<file path="config.mk">
export PLATFORM = sky130hd
export DESIGN_NAME = tiny_alu_scheduler
export DESIGN_NICKNAME = d
export VERILOG_FILES = /design/src/rtl/tiny_alu_pkg.sv /design/src/rtl/tiny_alu_rr_arbiter.sv /design/src/rtl/tiny_alu_scheduler.sv
export SDC_FILE = /design/constraint.sdc
export NUM_CORES = 1
export LEC_CHECK = 0
export CORE_ASPECT_RATIO = 0.5
export CORE_MARGIN = 2
export CORE_UTILIZATION = 48
export CTS_CLUSTER_SIZE = 30
export DETAILED_ROUTE_END_ITERATION = 8
export GPL_ROUTABILITY_DRIVEN = 1
export PLACE_DENSITY = 0.95
export SYNTH_ARGS = -nofsm -noshare
export SYNTH_HDL_FRONTEND = slang
export SYNTH_SLANG_ARGS = --single-unit
</file>
<file path="constraint.sdc">
create_clock -name clk_i -period 9.56 [get_ports clk_i]
set_input_delay 0.956 -clock clk_i [delete_from_list [all_inputs] [get_ports clk_i]]
set_output_delay 0.956 -clock clk_i [all_outputs]
set_load 0.1 [all_outputs]
</file>
<file path="src/rtl/tiny_alu_pkg.sv">
// Shared types and constants for the tiny ALU scheduler and its helpers.
package tiny_alu_pkg;

   localparam int OPCODE_BITS = 3;

   // Encodings 5..7 are reserved and answered with an error response.
   typedef enum logic [OPCODE_BITS-1:0] {
      OP_NO_OP = 3'd0,
      OP_ADD   = 3'd1,
      OP_AND   = 3'd2,
      OP_XOR   = 3'd3,
      OP_MUL   = 3'd4
   } opcode_e;

   typedef enum logic [1:0] {
      IDLE,
      BUSY,
      RESP
   } sched_state_t;

endpackage

</file>
<file path="src/rtl/tiny_alu_rr_arbiter.sv">
// Combinational round-robin arbiter: grants the first requester at or above
// rr_ptr_i, wrapping modulo NUM_REQ. Reusable for any shared resource.
module tiny_alu_rr_arbiter #(
   parameter int NUM_REQ = 4
) (
   input  logic [NUM_REQ-1:0]         req_i,
   input  logic [$clog2(NUM_REQ)-1:0] rr_ptr_i,
   output logic [NUM_REQ-1:0]         grant_o,
   output logic [$clog2(NUM_REQ)-1:0] grant_idx_o,
   output logic                       any_req_o
);

   localparam int IDX_W = $clog2(NUM_REQ);

   // Walk the requesters starting at the pointer and keep the first hit.
   always_comb begin
      int                cand;
      logic [IDX_W-1:0]  cand_idx;
      // NOTE: every output gets a default before the search, so paths that find no request cannot infer a latch.
      grant_o     = '0;
      grant_idx_o = '0;
      any_req_o   = 1'b0;
      cand        = 0;
      cand_idx    = '0;
      for (int i = 0; i < NUM_REQ; i++) begin
         cand = int'(rr_ptr_i) + i;
         if (cand >= NUM_REQ) begin
            cand = cand - NUM_REQ;
         end
         cand_idx = IDX_W'(cand);
         if (!any_req_o && req_i[cand_idx]) begin
            any_req_o         = 1'b1;
            grant_o[cand_idx] = 1'b1;
            grant_idx_o       = cand_idx;
         end
      end
   end

endmodule

</file>
<file path="src/rtl/tiny_alu_scheduler.sv">
// Shares one multi-cycle ALU between NUM_REQ requesters: round-robin accept,
// drive and hold the ALU bus until done (or watchdog timeout), then return a
// one-cycle response to the requester that was served.
module tiny_alu_scheduler
   import tiny_alu_pkg::*;
#(
   parameter int NUM_REQ         = 4,
   parameter int INPUT_DATA_BITS = 8,
   parameter int TIMEOUT_CYCLES  = 16
) (
   input  logic                               clk_i,
   input  logic                               rst_i,
   input  logic [NUM_REQ-1:0]                 req_valid_i,
   output logic [NUM_REQ-1:0]                 req_ready_o,
   input  logic [NUM_REQ*INPUT_DATA_BITS-1:0] req_a_i,
   input  logic [NUM_REQ*INPUT_DATA_BITS-1:0] req_b_i,
   input  logic [NUM_REQ*OPCODE_BITS-1:0]     req_opcode_i,
   output logic [NUM_REQ-1:0]                 rsp_valid_o,
   output logic [2*INPUT_DATA_BITS-1:0]       rsp_result_o,
   output logic                               rsp_error_o,
   output logic [INPUT_DATA_BITS-1:0]         alu_a_o,
   output logic [INPUT_DATA_BITS-1:0]         alu_b_o,
   output logic [OPCODE_BITS-1:0]             alu_opcode_o,
   output logic                               alu_start_o,
   input  logic [2*INPUT_DATA_BITS-1:0]       alu_result_i,
   input  logic                               alu_done_i
);

   localparam int IDX_W = $clog2(NUM_REQ);
   localparam int RES_W = 2 * INPUT_DATA_BITS;
   localparam int CNT_W = $clog2(TIMEOUT_CYCLES + 1);
   localparam logic [CNT_W-1:0] TIMEOUT_LAST = CNT_W'(TIMEOUT_CYCLES - 1);
   localparam logic [IDX_W-1:0] LAST_IDX     = IDX_W'(NUM_REQ - 1);

   sched_state_t                state_q, state_d;
   logic [IDX_W-1:0]            rr_ptr_q, rr_ptr_d;
   logic [IDX_W-1:0]            grant_idx_q, grant_idx_d;
   logic [CNT_W-1:0]            cnt_q, cnt_d;
   logic [INPUT_DATA_BITS-1:0]  alu_a_q, alu_a_d;
   logic [INPUT_DATA_BITS-1:0]  alu_b_q, alu_b_d;
   logic [OPCODE_BITS-1:0]      alu_op_q, alu_op_d;
   logic [NUM_REQ-1:0]          rsp_valid_q, rsp_valid_d;
   logic [RES_W-1:0]            rsp_result_q, rsp_result_d;
   logic                        rsp_error_q, rsp_error_d;

   logic [NUM_REQ-1:0]          arb_grant;
   logic [IDX_W-1:0]            arb_idx;
   logic                        arb_any;
   logic [INPUT_DATA_BITS-1:0]  sel_a;
   logic [INPUT_DATA_BITS-1:0]  sel_b;
   logic [OPCODE_BITS-1:0]      sel_op;
   logic [NUM_REQ-1:0]          grant_onehot;
   logic [IDX_W-1:0]            next_ptr;

   tiny_alu_rr_arbiter #(
      .NUM_REQ (NUM_REQ)
   ) u_arbiter (
      .req_i       (req_valid_i),
      .rr_ptr_i    (rr_ptr_q),
      .grant_o     (arb_grant),
      .grant_idx_o (arb_idx),
      .any_req_o   (arb_any)
   );

   assign sel_a        = req_a_i[arb_idx*INPUT_DATA_BITS +: INPUT_DATA_BITS];
   assign sel_b        = req_b_i[arb_idx*INPUT_DATA_BITS +: INPUT_DATA_BITS];
   assign sel_op       = req_opcode_i[arb_idx*OPCODE_BITS +: OPCODE_BITS];
   assign grant_onehot = NUM_REQ'(1) << grant_idx_q;
   assign next_ptr     = (grant_idx_q == LAST_IDX) ? '0 : grant_idx_q + 1'b1;

   // Accept is combinational in IDLE and forced low while reset is held.
   assign req_ready_o  = (state_q == IDLE && !rst_i) ? arb_grant : '0;
   assign alu_start_o  = (state_q == BUSY);
   assign alu_a_o      = alu_a_q;
   assign alu_b_o      = alu_b_q;
   assign alu_opcode_o = alu_op_q;
   assign rsp_valid_o  = rsp_valid_q;
   assign rsp_result_o = rsp_result_q;
   assign rsp_error_o  = rsp_error_q;

   // Next-state and next-output logic for the IDLE -> BUSY -> RESP sequence.
   always_comb begin
      state_d      = state_q;
      rr_ptr_d     = rr_ptr_q;
      grant_idx_d  = grant_idx_q;
      cnt_d        = cnt_q;
      alu_a_d      = alu_a_q;
      alu_b_d      = alu_b_q;
      alu_op_d     = alu_op_q;
      rsp_valid_d  = rsp_valid_q;
      rsp_result_d = rsp_result_q;
      rsp_error_d  = rsp_error_q;
      case (state_q)
         IDLE: begin
            if (arb_any) begin
               grant_idx_d = arb_idx;
               case (sel_op)
                  OP_ADD, OP_AND, OP_XOR, OP_MUL: begin
                     state_d  = BUSY;
                     cnt_d    = '0;
                     alu_a_d  = sel_a;
                     alu_b_d  = sel_b;
                     alu_op_d = sel_op;
                  end
                  OP_NO_OP: begin
                     state_d      = RESP;
                     rsp_valid_d  = arb_grant;
                     rsp_result_d = '0;
                     rsp_error_d  = 1'b0;
                  end
                  default: begin
                     state_d      = RESP;
                     rsp_valid_d  = arb_grant;
                     rsp_result_d = '0;
                     rsp_error_d  = 1'b1;
                  end
               endcase
            end
         end
         BUSY: begin
            cnt_d = cnt_q + 1'b1;
            // done wins over a watchdog expiry in the same cycle
            if (alu_done_i || cnt_q == TIMEOUT_LAST) begin
               state_d      = RESP;
               rsp_valid_d  = grant_onehot;
               rsp_result_d = alu_done_i ? alu_result_i : '0;
               rsp_error_d  = !alu_done_i;
               alu_a_d      = '0;
               alu_b_d      = '0;
               alu_op_d     = '0;
            end
         end
         RESP: begin
            state_d      = IDLE;
            rr_ptr_d     = next_ptr;
            cnt_d        = '0;
            rsp_valid_d  = '0;
            rsp_result_d = '0;
            rsp_error_d  = 1'b0;
         end
         default: begin
            state_d = IDLE;
         end
      endcase
   end

   // State registers; reset abandons any operation in flight without a response.
   always_ff @(posedge clk_i or posedge rst_i) begin
      if (rst_i) begin
         // NOTE: the latched operand registers are reset as well, because they drive the ALU bus directly and must read 0 out of reset.
         state_q      <= IDLE;
         rr_ptr_q     <= '0;
         grant_idx_q  <= '0;
         cnt_q        <= '0;
         alu_a_q      <= '0;
         alu_b_q      <= '0;
         alu_op_q     <= '0;
         rsp_valid_q  <= '0;
         rsp_result_q <= '0;
         rsp_error_q  <= 1'b0;
      end else begin
         // NOTE: non-blocking assignments so every flop samples the pre-edge value of the others.
         state_q      <= state_d;
         rr_ptr_q     <= rr_ptr_d;
         grant_idx_q  <= grant_idx_d;
         cnt_q        <= cnt_d;
         alu_a_q      <= alu_a_d;
         alu_b_q      <= alu_b_d;
         alu_op_q     <= alu_op_d;
         rsp_valid_q  <= rsp_valid_d;
         rsp_result_q <= rsp_result_d;
         rsp_error_q  <= rsp_error_d;
      end
   end

endmodule

</file>
==> results by group <==
Status
  • Status: complete, no violations

Die
  • Core area: 7460 sq um
  • Total I/O pin count: 144
  • Die area: 8590 sq um
  • Chip Width: 129 microns
  • Die height: 66.6 microns
  • Initial Utilization: 0.504
  • Row count: 22

STA
  • Slew Limit Fails: 0
  • Slew margin rel.: 0.315
  • RSZ-0062 raised after global routing: false
  • Finish-stage setup viols: 0
  • Min Tclk post-route: 5.47 ns
  • Worst Tran Pin Value: 1.02 ns
  • F_max: 0.183 GHz
  • Post-Route Setup TNS: 0 ns
  • Min Hold Slack: 0.503 ns
  • Final hold violation count: 0
  • Final period util: 0.572
  • Clock Skews: 0.00466 ns

Drt
  • Number of remaining DRC errors: 0
  • Via/cell ratio: 5.56
  • Routed Antenna Nets: 0
  • WL/cell: 17.9 microns
  • Initial DRT Pass Iterations: 6
  • First-iteration detailed-routing DRC count: 224
  • Via count: 3133
  • Final WL: 10100 microns

Synth
  • Post-synth EDFFs: 0
  • Cell variety after synth: 46
  • Syn Nets: 434
  • FF+latch count, synth: 51
  • Seq/Total Area, Yosys: 0.340
  • Yosys warns: 0
  • Synthesized instance count: 320
  • Share of flip-flops with an asynchronous set or reset: 1.00
  • Mean Syn Cell Area: 11.7 sq um
  • Mapped cell area: 3760 sq um
  • Dominant synthesized flop cell: dfrtp_1

GRT
  • First-pass GRT wire length: 15800 microns
  • Overall routing resource usage: 0.238
  • Largest net degree at the start of global routing: 53
  • GR Overflow Total: 0
  • Vias in the first global route: 3099
  • Initial antenna violation count: 0

Setup path
  • CP Max Fanout: 21
  • CP Capture Type: primary output
  • CP arrival: 4.52 ns
  • Startpoint types: flip-flop
  • CP Data Required Time: 8.60 ns
  • CP Class: reg -> out
  • Flop-to-flop setup slack: 4.52 ns

Clock tree
  • Root Buffer: clkbuf_16
  • CTS tree: built
  • H-Tree Depth: 2
  • Cts bufs inserted: 5
  • Max Root-Sink Buffers: 2
  • Number of buffers added for setup after CTS: 0
  • Reg clk slew, reported paths: 0.06 ns
  • Resized cells post-CTS: 0
  • Worst-Skew Late Latency: 0.30 ns
  • Post-CTS Hold Buffers: 0
  • Clock sink count: 51

Worst hold path
  • Worst hold path type: reg -> reg

Cells and area
  • Antenna diodes: 0
  • NumNets Final: 568
  • Final-layout fill cell count: 486
  • Synth-to-Final Area Change: 44.1%
  • Share of layout cells above drive strength 1: 0.191

Job
  • Max-Cap Viols: 0

Place
  • GP Congestion: 0.891
  • IO buf count: 143
  • Dpl hpwl: 7640 microns
[stage by stage]
| step | setup WS, ns | cell area [sq um] | instances | util |
|---|---|---|---|---|
| global route | 3.83 | 5410 | 563 | 0.726 |
| finish | 4.09 | 5410 | 563 | 0.726 |
| floorplan | 4.97 | 3760 | 320 | - |
| detailed placement | 4.47 | 5240 | 555 | 0.702 |
| global placement | 4.61 | 5240 | 555 | 0.702 |
| CTS | 4.12 | 5410 | 563 | 0.726 |
[cells in the mapped netlist, types with 3 or more instances]
| library cell | number | area [sq um] |
|---|---|---|
| mux2_2 | 10 | 113 |
| nor4_1 | 5 | 31.3 |
| a22oi_1 | 4 | 30.0 |
| nor3_1 | 5 | 25.0 |
| buf_2 | 3 | 15.0 |
| nor3b_1 | 3 | 22.5 |
| ha_1 | 15 | 188 |
| inv_1 | 9 | 33.8 |
| buf_6 | 5 | 56.3 |
| clkbuf_1 | 10 | 37.5 |
| mux2_4 | 31 | 465 |
| a21oi_1 | 4 | 20.0 |
| nand3_1 | 11 | 55.1 |
| mux2i_1 | 6 | 60.1 |
| dfrtp_1 | 51 | 1280 |
| a32o_1 | 3 | 30.0 |
| mux4_2 | 22 | 495 |
| nor2_1 | 19 | 71.3 |
| and2_1 | 6 | 37.5 |
| and3_1 | 18 | 113 |
| nand2_1 | 9 | 33.8 |
| nor2b_1 | 22 | 138 |
| o21ai_0 | 18 | 90.1 |
| a221oi_1 | 4 | 35.0 |
| nand2b_1 | 5 | 31.3 |
[cell families (layout without fill, tap and decap cells)]
family / count (synthesis) / in the layout / share of synthesized area
adder cells (fa/ha/maj): 15 / 15 / 0.0500
flip-flops: 51 / 51 / 0.340
multiplexers: 70 / 70 / 0.308
XOR/XNOR: 2 / 2 / 0.0117
AND/OR/NAND/NOR: 109 / 109 / 0.164
buffers and inverters: 31 / 166 / 0.0473
AO/OA/AOI/OAI: 42 / 42 / 0.0803
[worst max-delay path, stage by stage, from the launching register on]
cell             delay, ns
dfrtp_1               0.78
clkinv_1              0.51
ha_1                  0.52
mux4_2                0.46
nor2b_4               0.34
a22oi_1               0.11
nor2_1                0.12
a221oi_1              0.07
nor2_1                0.15
clkdlybuf4s50_1       1.15
[sequential cells by signal, indices dropped and copies added (netlist names)]
name and count:
cnt_q 5, alu_a_o 8, rr_ptr_q 2, state_q 2
rsp_error_o 1, alu_b_o 8, grant_idx_q 2, alu_opcode_o 3
rsp_result_o 16, rsp_valid_o 4
[placed cells by master (no fill, tap or decap), types with 5 or more instances in the layout]
cell	instances
and2_1	6
and3_1	18
buf_4	5
clkbuf_16	5
clkdlybuf4s50_1	143
dfrtp_1	51
ha_1	15
inv_1	8
mux2_2	10
mux2_4	31
mux2i_1	6
mux4_2	22
nand2_1	9
nand2b_1	5
nand3_1	11
nor2_1	19
nor2b_1	22
nor3_1	5
nor4_1	5
o21ai_0	18
[routing by layer]
| metal | track usage | vias up | wire [microns] |
|---|---|---|---|
| li1 | - | 1449 | - |
| met1 | 0.312 | 1559 | 4230 |
| met2 | 0.411 | 109 | 5200 |
| met3 | 0.0394 | 16 | 453 |
| met4 | 0.0707 | 0 | 174 |
| met5 | 0 | - | 0 |
[final timing paths]
| kind | startpoint | to | cells past startpoint |
|---|---|---|---|
| min in group asynchronous | rst_i | alu_b_o[4] | 3 |
| hold / removal | alu_opcode_o[0] | alu_opcode_o[0] | 1 |
| setup / recovery | rr_ptr_q[0] | req_ready_o[2] | 9 |
| max in group asynchronous | rst_i | rsp_result_o[0] | 3 |
| setup reg to reg | rr_ptr_q[0] | alu_b_o[7] | 10 |
| hold reg to reg | alu_opcode_o[0] | alu_opcode_o[0] | 1 |
[area by class of cell]
| class | count | area [sq um] | share of cell area |
|---|---|---|---|
| clock buffers | 6 | 139 | 0.0257 |
| clock inverters | 2 | 35.0 | 0.00647 |
| inverters | 10 | 37.5 | 0.00693 |
| multi-input cells | 238 | 2320 | 0.429 |
| flip-flops and latches | 51 | 1280 | 0.236 |
| well taps | 108 | 135 | 0.0250 |
| repair buffers | 148 | 1470 | 0.271 |
Power is not shown: default switching activity piles up to over one toggle a cycle in this logic, so the estimate is an artifact.
